[config.mk]
export PLATFORM = sky130hd
export DESIGN_NAME = tdm_demux_16_flat
export DESIGN_NICKNAME = d
export VERILOG_FILES = /design/src/rtl/tdm_demux_16_if.sv /design/src/rtl/tdm_demux_16.sv /design/src/flat_wrapper.sv
export SDC_FILE = /design/constraint.sdc
export NUM_CORES = 1
export LEC_CHECK = 0
export CAP_MARGIN = 25
export CELL_PAD_IN_SITES_DETAIL_PLACEMENT = 0
export CELL_PAD_IN_SITES_GLOBAL_PLACEMENT = 2
export CORE_MARGIN = 2
export CORE_UTILIZATION = 32
export CTS_CLUSTER_SIZE = 20
export DETAILED_ROUTE_END_ITERATION = 8
export PLACE_DENSITY = 0.77
export SETUP_SLACK_MARGIN = 0.02
export SLEW_MARGIN = 20
export SYNTH_ARGS = -nofsm -noshare
export SYNTH_HDL_FRONTEND = slang
export SYNTH_SLANG_ARGS = --single-unit
[constraint.sdc]
create_clock -name clk -period 2.2 [get_ports clk]
set_input_delay 0.44 -clock clk [delete_from_list [all_inputs] [get_ports clk]]
set_output_delay 0.44 -clock clk [all_outputs]
set_load 0.005 [all_outputs]
[src/rtl/tdm_demux_16_if.sv]
// Signal bundle between a 16-slot TDM receive stream source and the demultiplexer.
// The master drives the serial slot stream; the slave presents the recovered frame.
interface tdm_demux_16_if;
  logic        enable;
  logic        data_valid;
  logic        data;
  logic        frame_sync;
  logic [15:0] channel_data;
  logic        frame_valid;
  logic [3:0]  slot;
  logic        locked;
  logic        sync_error;

  modport master (
    output enable, data_valid, data, frame_sync,
    input  channel_data, frame_valid, slot, locked, sync_error
  );

  modport slave (
    input  enable, data_valid, data, frame_sync,
    output channel_data, frame_valid, slot, locked, sync_error
  );
endinterface

[src/rtl/tdm_demux_16.sv]
// 16-slot TDM receive demultiplexer: hunts for slot-0 sync, tracks slot position,
// collects one frame in a shadow register and publishes it with a one-cycle pulse.
module tdm_demux_16 #(
  parameter int MISS_LIMIT = 2
) (
  input  logic           clk,
  input  logic           rst_n,
  tdm_demux_16_if.slave  bus
);

  typedef enum logic {HUNT, LOCKED} state_t;

  localparam logic [3:0] MISS_LIMIT_W = MISS_LIMIT[3:0];

  state_t      state_reg, state_next;
  logic [3:0]  slot_reg, slot_next;
  logic [3:0]  miss_reg, miss_next;
  logic [14:0] shadow_reg, shadow_next;
  logic [15:0] channel_data_reg, channel_data_next;
  logic        frame_valid_reg, frame_valid_next;
  logic        sync_error_reg, sync_error_next;

  logic        accept;
  logic [3:0]  miss_inc;
  logic        shadow_wr;
  logic [3:0]  shadow_idx;

  assign accept   = bus.enable & bus.data_valid;
  assign miss_inc = miss_reg + 4'd1;

  always_ff @(posedge clk or negedge rst_n) begin
    if (!rst_n) begin
      state_reg        <= HUNT;
      slot_reg         <= 4'd0;
      miss_reg         <= 4'd0;
      shadow_reg       <= 15'd0;
      channel_data_reg <= 16'h0000;
      frame_valid_reg  <= 1'b0;
      sync_error_reg   <= 1'b0;
    end else begin
      state_reg        <= state_next;
      slot_reg         <= slot_next;
      miss_reg         <= miss_next;
      shadow_reg       <= shadow_next;
      channel_data_reg <= channel_data_next;
      frame_valid_reg  <= frame_valid_next;
      sync_error_reg   <= sync_error_next;
    end
  end

  always_comb begin
    state_next        = state_reg;
    slot_next         = slot_reg;
    miss_next         = miss_reg;
    channel_data_next = channel_data_reg;
    frame_valid_next  = 1'b0;
    sync_error_next   = 1'b0;
    shadow_wr         = 1'b0;
    shadow_idx        = 4'd0;

    if (accept) begin
      unique case (state_reg)
        HUNT: begin
          if (bus.frame_sync) begin
            shadow_wr  = 1'b1;
            slot_next  = 4'd1;
            miss_next  = 4'd0;
            state_next = LOCKED;
          end
        end
        LOCKED: begin
          if (bus.frame_sync) begin
            // Sync at slot 0 is normal; anywhere else realigns and drops the partial frame.
            sync_error_next = (slot_reg != 4'd0);
            shadow_wr       = 1'b1;
            slot_next       = 4'd1;
            miss_next       = 4'd0;
          end else if (slot_reg == 4'd0) begin
            sync_error_next = 1'b1;
            miss_next       = miss_inc;
            if (miss_inc == MISS_LIMIT_W) begin
              state_next = HUNT;
              slot_next  = 4'd0;
            end else begin
              shadow_wr = 1'b1;
              slot_next = 4'd1;
            end
          end else if (slot_reg == 4'd15) begin
            channel_data_next = {bus.data, shadow_reg};
            frame_valid_next  = 1'b1;
            slot_next         = 4'd0;
          end else begin
            shadow_wr  = 1'b1;
            shadow_idx = slot_reg;
            slot_next  = slot_reg + 4'd1;
          end
        end
        default: state_next = HUNT;
      endcase
    end
  end

  // Per-bit shadow write decode; slot 15 bypasses the shadow straight into the output word.
  generate
    for (genvar gi = 0; gi < 15; gi++) begin : g_shadow
      assign shadow_next[gi] = (shadow_wr && shadow_idx == 4'(gi)) ? bus.data : shadow_reg[gi];
    end
  endgenerate

  assign bus.channel_data = channel_data_reg;
  assign bus.frame_valid  = frame_valid_reg;
  assign bus.slot         = slot_reg;
  assign bus.locked       = (state_reg == LOCKED);
  assign bus.sync_error   = sync_error_reg;

endmodule

[src/flat_wrapper.sv]
// flat-port wrapper written by rule: the top's interface ports become plain ports
module tdm_demux_16_flat 
#(
  parameter int MISS_LIMIT = 2
)
  (clk, rst_n, bus_enable, bus_data_valid, bus_data, bus_frame_sync, bus_channel_data, bus_frame_valid, bus_slot, bus_locked, bus_sync_error);
  tdm_demux_16_if bus_i ();
  input  logic clk;
  input  logic rst_n;
  input wire logic [$bits(bus_i.enable)-1:0] bus_enable;
  input wire logic [$bits(bus_i.data_valid)-1:0] bus_data_valid;
  input wire logic [$bits(bus_i.data)-1:0] bus_data;
  input wire logic [$bits(bus_i.frame_sync)-1:0] bus_frame_sync;
  output wire logic [$bits(bus_i.channel_data)-1:0] bus_channel_data;
  output wire logic [$bits(bus_i.frame_valid)-1:0] bus_frame_valid;
  output wire logic [$bits(bus_i.slot)-1:0] bus_slot;
  output wire logic [$bits(bus_i.locked)-1:0] bus_locked;
  output wire logic [$bits(bus_i.sync_error)-1:0] bus_sync_error;
  assign bus_i.enable = bus_enable;
  assign bus_i.data_valid = bus_data_valid;
  assign bus_i.data = bus_data;
  assign bus_i.frame_sync = bus_frame_sync;
  assign bus_channel_data = bus_i.channel_data;
  assign bus_frame_valid = bus_i.frame_valid;
  assign bus_slot = bus_i.slot;
  assign bus_locked = bus_i.locked;
  assign bus_sync_error = bus_i.sync_error;
  tdm_demux_16 #(.MISS_LIMIT(MISS_LIMIT)) u_core (.clk(clk), .rst_n(rst_n), .bus(bus_i));
endmodule
---- After elaboration in Yosys (flattened, before gate mapping) ----
Cells that the tools add are included.
storage, ports and cells
  register bits after elaboration ......... 42
  input bits .............................. 6
  logic and storage cells ................. 100
operators by class
  add/subtract/negate cells ............... 2
  equal/unequal tests ..................... 18
  multiplexer cells ....................... 34
  bitwise operators ....................... 4
  reduce and logical (&&, ||, !) cells .... 21
operator list
  cell                                                 count
  two-way mux 4 bit                                    12
  equality test 4 bit, second input constant           8
  two-way mux 1 bit                                    18
  equality test 4 x 3 -> 1 bit, second input constant  4
  one-hot mux 4 bit (2 select lines)                   2
  logical AND 1 bit                                    15
  equality test 4 x 2 -> 1 bit, second input constant  3
  adder 4 x 1 -> 4 bit, second input constant          2
  zero test 4 bit                                      2
  AND reduction 5 bit                                  1
  equality test 4 x 1 -> 1 bit, second input constant  1
  one-hot mux 1 bit (2 select lines)                   2
  nonzero test 4 bit                                   1
  != test 3 bit, second input constant                 1
  inverter 1 bit                                       3
  AND reduction 3 bit                                  1
  != test 2 bit, second input constant                 1
  AND reduction 2 bit                                  1
  AND 1 bit                                            1

---- Longest topological paths before layout ----
Gate-level depths: netlist (run 1).
  word-level depth ........................ 8
  mapped depth ............................ 11

---- Worst setup path after synthesis (run 1) ----
No wires, ideal clock.
  path type ............................... flip-flop to flip-flop
  start ................................... reg u_core.slot_reg[0] (netlist: u_core.bus.slot[0])
  end ..................................... reg u_core.channel_data_reg[10] (netlist: u_core.bus.channel_data[10])
  setup time .............................. 0.125 ns
  data arrival time ....................... 2.366 ns
  required time ........................... 2.075 ns
  slack ................................... -0.291 ns
  cell stages (with the launch flop) ...... 12
  path buffers ............................ 3
  period minus slack after synthesis ...... 2.491 ns
  cell sequence ........................... dfrtp_1 buf_2 inv_1 ha_1 and2_4 buf_6 inv_1 ha_1 nand3_1 nor2_2 buf_2 mux2_2
between the ends
  cells in the longest elaborated chain, start to end .. 3
  elaborated cells between the ends (all ways) .. 4
  those cells by class .................... eq/ne: 1; bitwise: 1; reduce/logical: 2
ends and longest elaborated chain
  element                            line                source
  start: declaration                 tdm_demux_16.sv:16  logic [3:0] slot_reg, slot_next;
  start signal: assignment           tdm_demux_16.sv:42  slot_reg <= slot_next;
  zero test 4 bit                    tdm_demux_16.sv:78  end else if (slot_reg == 4'd0) begin
  inverter 1 bit (no line)           --
  AND reduction 5 bit (no line) (*)  --
  end signal: assignment             tdm_demux_16.sv:45  channel_data_reg <= channel_data_next;
  end: declaration                   tdm_demux_16.sv:19  logic [15:0] channel_data_reg, channel_data_next;
Every way passes the cells marked *; elsewhere a longest branch is shown, timed or not.
A chain may end at the register's enable or synchronous reset.

---- Final worst setup path (run 1) ----
  start ................................... reg u_core.slot_reg[0] (netlist: u_core.bus.slot[0])
  end ..................................... reg u_core.shadow_reg[2]
between the ends
  cells in the longest elaborated chain, start to end .. 8
  elaborated cells between the ends (all ways) .. 14
  those cells by class .................... eq/ne: 2; mux: 10; reduce/logical: 2
ends and longest elaborated chain
  element                       line                 source
  equality test 4 bit           tdm_demux_16.sv:88   end else if (slot_reg == 4'd15) begin
  two-way mux 4 bit             tdm_demux_16.sv:88
  two-way mux 4 bit             tdm_demux_16.sv:78
  two-way mux 4 bit             tdm_demux_16.sv:72   if (bus.frame_sync) begin
  two-way mux 4 bit             tdm_demux_16.sv:62   unique case (state_reg)
  two-way mux 4 bit             tdm_demux_16.sv:61   if (accept) begin
  equality test 4 x 2 -> 1 bit  tdm_demux_16.sv:106  assign shadow_next[gi] = (shadow_wr && shadow_idx == 4'(gi)) ? bus.data : shadow_reg[gi];
  logical AND 1 bit (*)         tdm_demux_16.sv:106
  end signal: assignment        tdm_demux_16.sv:44   shadow_reg <= shadow_next;
  end: declaration              tdm_demux_16.sv:18   logic [14:0] shadow_reg, shadow_next;
Marks and branches as above.

==> results of run 1 <==
-- power breakdown --
| part | switching (uW) | internal [uW] |
|---|---|---|
| clock network | 285 | 223 |
| logic | 352 | 382 |
| registers | 111 | 901 |
| total | 748 | 1510 |
-- cells by family (layout without fill, tap and decap cells) --
logic type	Yosys count	count (layout)	share of synthesized area
simple gates	59	59	0.152
flops	42	42	0.516
compound gates	33	33	0.0958
mux	30	30	0.166
buf+inv	17	68	0.0393
fa+ha+maj	5	5	0.0307
-- worst max path at each step --
| stage | start | end | slack [ns] | depth (start not counted) |
|---|---|---|---|---|
| global placement | bus_frame_sync | u_core.shadow_reg[1]$_DFFE_PN0P_ | -0.08 | 6 |
| finish | u_core.bus.slot[0]$_DFFE_PN0P_ | u_core.shadow_reg[2]$_DFFE_PN0P_ | 0.13 | 7 |
| CTS | u_core.bus.slot[0]$_DFFE_PN0P_ | u_core.miss_reg[2]$_DFFE_PN0P_ | 0.06 | 9 |
| floorplan | u_core.bus.slot[1]$_DFFE_PN0P_ | u_core.bus.channel_data[10]$_DFFE_PN0P_ | 0.03 | 11 |
| global route | u_core.bus.slot[0]$_DFFE_PN0P_ | u_core.shadow_reg[2]$_DFFE_PN0P_ | 0.01 | 7 |
| detailed placement | bus_enable | u_core.shadow_reg[2]$_DFFE_PN0P_ | -0.09 | 6 |
-- routing by layer --
layer / GRT usage / part of all wire / up-vias
met5: 0 / 0 / -
met4: 0.0572 / 0.020 / 0
met3: 0.0396 / 0.042 / 8
met2: 0.209 / 0.45 / 25
met1: 0.187 / 0.49 / 756
li1: - / - / 769
-- synth_stat cells --
library cell	instances	area share
o31ai_1	1	0.0037
nand2b_1	1	0.0031
mux2_1	4	0.022
nand4b_1	1	0.0043
o211ai_1	1	0.0037
buf_6	1	0.0055
nor4_1	4	0.012
ha_1	5	0.031
a22o_1	1	0.0043
a22oi_1	2	0.0074
a21o_1	1	0.0037
nor3_1	2	0.0049
nor2_1	12	0.022
buf_2	4	0.0098
nor3b_1	2	0.0074
nand3_1	6	0.015
o2111ai_1	1	0.0043
buf_4	1	0.0037
or3_1	1	0.0031
nand2_1	16	0.029
or4_4	2	0.011
and2_1	2	0.0061
and4b_1	1	0.0049
inv_1	8	0.015
nor2_2	2	0.0061
and2_4	1	0.0043
a2111o_1	1	0.0055
and3_1	3	0.0092
or2_2	1	0.0031
a31oi_1	2	0.0061
a21oi_1	11	0.027
clkbuf_1	3	0.0055
nand4_1	2	0.0061
o21ai_0	11	0.027
dfrtp_1	42	0.52
o22ai_1	1	0.0031
mux2_2	26	0.14
-- metrics by stage --
| stage | hold WS (ns) | cell area (sq um) | worst slack [ns] | util |
|---|---|---|---|---|
| finish | 0.0988 | 2680 | 0.130 | 0.429 |
| detailed placement | 0.454 | 2560 | -0.0947 | 0.410 |
| global route | 0.124 | 2680 | 0.0129 | 0.429 |
| floorplan | 0.144 | 2070 | 0.0257 | - |
| global placement | 0.451 | 2560 | -0.0759 | 0.410 |
| CTS | 0.114 | 2650 | 0.0624 | 0.425 |
-- repair_timing --
item	CTS	global route
hold buffers	0	0
gates resized for setup	0	2
setup endpoints to repair	0	20
buffers inserted	0	3
-- area by class of cell --
cell class                 count  area share
clock buffer                   5      0.0257
timing repair buffer          52       0.180
multi-input combinational    127       0.346
sequential                    42       0.393
tap                           77      0.0360
clock inverter                 3     0.00795
inverter                       8      0.0112
-- critical path: cells and delay by family (launching register included) --
kind                       cells  cell delay (ns)
adders and majority gates      1             0.22
buffers and inverters          2             0.20
DFF                            1             0.42
muxes                          1             0.33
and+or+nand+nor                3             0.79
==> metrics.txt, run 1 <==
Critical Path Max Stage Delay=0.48 ns; Net Count, Synth=197; total detailed-routing wirelength=4450 um; Non-Filler Instances=314; r2r endpoint=u_core.shadow_reg[2]$_DFFE_PN0P_; syn_area_per_cell=11.0 sq um; total power=2250 uW; worst path arrival time=2.26 ns; FP Rows=29; gr ovfl total=0; DIE AREA=7020 sq um; Syn-to-layout area delta=31.3%; cells after synthesis=186; Max FO, Critical Path=6; vias=1558; Final Hold Fails=0; Cells after DPL=303; Pwr per Cell Area=842 nW/um^2; Placer Congestion=0.810; Final HPWL DP=3290 um; CTS tree=done; wire length per cell=14.2 um; number of DRC markers in iteration 0=100; worst hold path type=in2async; Post-route DRC=0; VDD IR max=296 uV; post-route ant nets=0; layout cells sized above 1=0.295; diode count=0; Final min period=2.07 ns; clk root buf=clkbuf_8; count of final setup violators=0; Max clock buf depth=2; Synth Cell Area=2040 sq um; Largest register FFs=16; multi-input logic area=926 sq um; Slew Limit Fails=0; most frequent cells in the layout=41 x dfrtp_1, 27 x clkdlybuf4s50_1, 26 x mux2_2; Max Clock Freq=483 MHz; via/cell ratio=4.96; critical path cell sequence=inv_2 > ha_2 > and2_4 > buf_4 > or4_4 > nor2_1 > mux2_1; worst r2r path cells=7; first-pass GRT wire length=7640 um; H-tree levels=2; data required time of the worst path=2.39 ns; outcome=finished, final reports clean; Starting Density=0.326; critical path class=reg2reg; slowest cell on the critical path=or4_4; commonest non-fill, non-tap cell in the layout=dfrtp_1; MaxCap Viol Count=0; Seq. cell area=1050 sq um; CP endpoint kind=flop; Worst-Skew Late Latency=0.30 ns; r2r setup slk=0.13 ns; element type at the critical path start=flop; Leakage Power=0.00123 uW; Die X=83.8 um; sequential cell area fraction in the yosys report=0.516; Slew HR=0.616; vias in the first global route=1527; 1st-pass router iterations=4; unrepaired setup endpoints after global routing=true; core area=6240 sq um; Worst Skew=0.00620 ns; Sink Count=42; Fill cells=637; largest net degree at the start of global routing=23; initial antenna violation count=0; # nets final=247; Syn. warnings=0; I/O Buffers=28; worst slew pin tran=0.574 ns; Die Span Y=83.8 um; CTS Buf Count=5; crit share post-route=0.941; Synth cell types=37; Total GRT Usage=0.139; r2r startpoint=u_core.bus.slot[0]$_DFFE_PN0P_; setup TNS=0 ns; clock-pin slew on the worst setup and hold paths=0.08 ns; flops & latches, synth=42; Top Ports=29
Note: power is estimated with default switching activity, not from simulation.
==> run 2: changes to the inputs <==
Settings changed: ABC_CLOCK_PERIOD_IN_PS set to 2200.
==> results of run 2 <==
The final DEF is identical to that of run 1; final timing and power are the same.
==> run 3: changes to the inputs <==
Settings changed: PLACE_DENSITY 0.77 to unset, PLACE_DENSITY_LB_ADDON set to 0.1.
==> metrics.txt, run 3 (synthesis gave the netlist of run 1 again) <==
Final HPWL DP=3500 um (+6.4%); via/cell ratio=5.02 (+1.1%); worst slack, placed=-0.157 ns (-0.0624 ns); CP endpoint kind=flop; CTS hold repair buffers=0 (unchanged); MaxCap Viol Count=0 (unchanged); count of final setup violators=0 (unchanged); Slew Limit Fails=0 (unchanged); Total GRT Usage=0.143 (+0.00409); unrepaired setup endpoints after global routing=false; Syn-to-layout area delta=35.0%; commonest non-fill, non-tap cell in the layout=dfrtp_1; core area=6240 sq um (unchanged); Pwr per Cell Area=870 nW/um^2 (+3.3%); post-route ant nets=0 (unchanged); Fill cells=588 (-7.7%); worst slew pin tran=0.572 ns (-0.00140 ns); Final Hold Fails=0 (unchanged); Worst Skew=0.00611 ns (-0.0000923 ns); VDD IR max=520 uV (+75%); H-tree levels=2 (unchanged); element type at the critical path start=flop; Slew HR=0.617 (+0.000938); wire length per cell=14.6 um (+2.9%); worst r2r path cells=9 (+2); Starting Density=0.326 (unchanged); Design Area, Final=2750 sq um (+2.8%); I/O Buffers=28 (unchanged); r2r endpoint=u_core.bus.channel_data[9]$_DFFE_PN0P_; Max FO, Critical Path=10 (+4); clk root buf=clkbuf_8; Die Span Y=83.8 um (unchanged); gr ovfl total=0 (unchanged); 1st-pass router iterations=4 (unchanged); number of DRC markers in iteration 0=71 (-29%); clock-pin slew on the worst setup and hold paths=0.08 ns (about the same); final setup margin=0.158 ns (+0.0283 ns); total detailed-routing wirelength=4630 um (+3.9%); Sink Count=42 (unchanged); Die X=83.8 um (unchanged); Max clock buf depth=2 (unchanged); r2r startpoint=u_core.bus.slot[1]$_DFFE_PN0P_; most frequent cells in the layout=42 x dfrtp_1, 27 x clkdlybuf4s50_1, 26 x mux2_2; DIE AREA=7020 sq um (unchanged); r2r setup slk=0.16 ns (+0.03 ns); crit share post-route=0.928 (-0.0129); largest net degree at the start of global routing=24 (+4.3%); Post-route DRC=0 (unchanged); Placer Congestion=0.802 (-1.0%); # nets final=251 (+1.6%); vias=1590 (+2.1%); outcome=finished, final reports clean; Top Ports=29 (unchanged); worst path arrival time=2.22 ns (-0.04 ns); CTS tree=done; worst hold path type=in2async; data required time of the worst path=2.38 ns (about the same); diode count=0 (unchanged); critical path class=reg2reg; Max Clock Freq=490 MHz (+1.4%); layout cells sized above 1=0.300 (+0.00464); Largest register FFs=16 (unchanged); CTS Buf Count=5 (unchanged); first-pass GRT wire length=8030 um (+5.1%); Leakage Power=0.00127 uW (+3.3%); placed cell areas=2600 sq um (+1.4%); Final min period=2.04 ns (-0.0283 ns); initial antenna violation count=0 (unchanged); FP Rows=29 (unchanged); Worst-Skew Late Latency=0.29 ns (about the same); vias in the first global route=1639 (+7.3%)
[run 3: cell count changes in the layout (fill, tap and decap cells not counted)]
cell        previous run  this run
dfrtp_2                1         0
dfrtp_1               41        42
ha_2                   1         0
clkinvlp_4             1         0
buf_4                 22        25
clkinv_2               1         0
clkbuf_8               5         6
bufinv_16              0         1
ha_4                   1         2
buf_12                 2         3
clkinv_4               1         0
[run 3: metrics by stage]
stage          total power (uW)  TNS, ns  std cells  hold slack, ns   util
5_1_grt                    2570        0        317           0.116  0.440
4_1_cts                    2380        0        313           0.103  0.434
3_5_place_dp               1740    -2.51        306           0.424  0.416
2_1_floorplan              1460        0        186           0.144      -
6_report                   2390        0        317          0.0920  0.440
3_3_place_gp               1720    -1.90        306           0.418  0.416
[run 3: repair_timing]
| item | CTS | global route |
|---|---|---|
| endpoints found under the setup margin | 0 | 19 |
| resized for setup | 0 | 2 |
| setup buffers | 0 | 4 |
[run 3: cell type report]
cell class / instances / area (sq um) / area share
clock buffers: 6 / 82.6 / 0.0300
repair buffers: 56 / 523 / 0.190
multi-input cells: 127 / 936 / 0.340
well taps: 77 / 96.3 / 0.0350
clock inverters: 1 / 30.0 / 0.0109
inverters: 8 / 30.0 / 0.0109
flip-flops and latches: 42 / 1050 / 0.382
[run 3: power by group]
part / total, uW / switching [uW] / internal [uW]
Clock: 624 / 261 / 363
Combinational: 750 / 360 / 390
Sequential: 1020 / 118 / 900
Total: 2390 / 739 / 1650
[run 3: worst max-delay path by stage]
| stage | endpoint | slack (ns) | startpoint | cells past startpoint |
|---|---|---|---|---|
| final | u_core.bus.channel_data[9]$_DFFE_PN0P_ | 0.16 | u_core.bus.slot[1]$_DFFE_PN0P_ | 9 |
| after global routing | u_core.bus.channel_data[9]$_DFFE_PN0P_ | 0.03 | u_core.bus.slot[0]$_DFFE_PN0P_ | 9 |
| after CTS | u_core.miss_reg[2]$_DFFE_PN0P_ | 0.1 | u_core.bus.slot[0]$_DFFE_PN0P_ | 9 |
| after detailed placement | u_core.shadow_reg[2]$_DFFE_PN0P_ | -0.16 | bus_enable | 6 |
| after global placement | u_core.bus.channel_data[9]$_DFFE_PN0P_ | -0.10 | bus_frame_sync | 8 |
| after floorplan | u_core.bus.channel_data[10]$_DFFE_PN0P_ | 0.03 | u_core.bus.slot[1]$_DFFE_PN0P_ | 11 |
[run 3: layer usage]
metal	up-vias	global-route usage	wire length [um]
li1	778	-	-
met2	24	0.229	2320
met5	-	0	0
met4	0	0.0513	65
met1	782	0.185	2090
met3	6	0.0386	143
[run 3: critical path, stage by stage, from the launching register on]
cell     delay [ns]
dfrtp_1        0.40
inv_1          0.10
ha_4           0.19
and2_4         0.17
inv_2          0.09
ha_4           0.13
nand3_1        0.14
nor2_4         0.21
buf_12         0.16
mux2_2         0.33
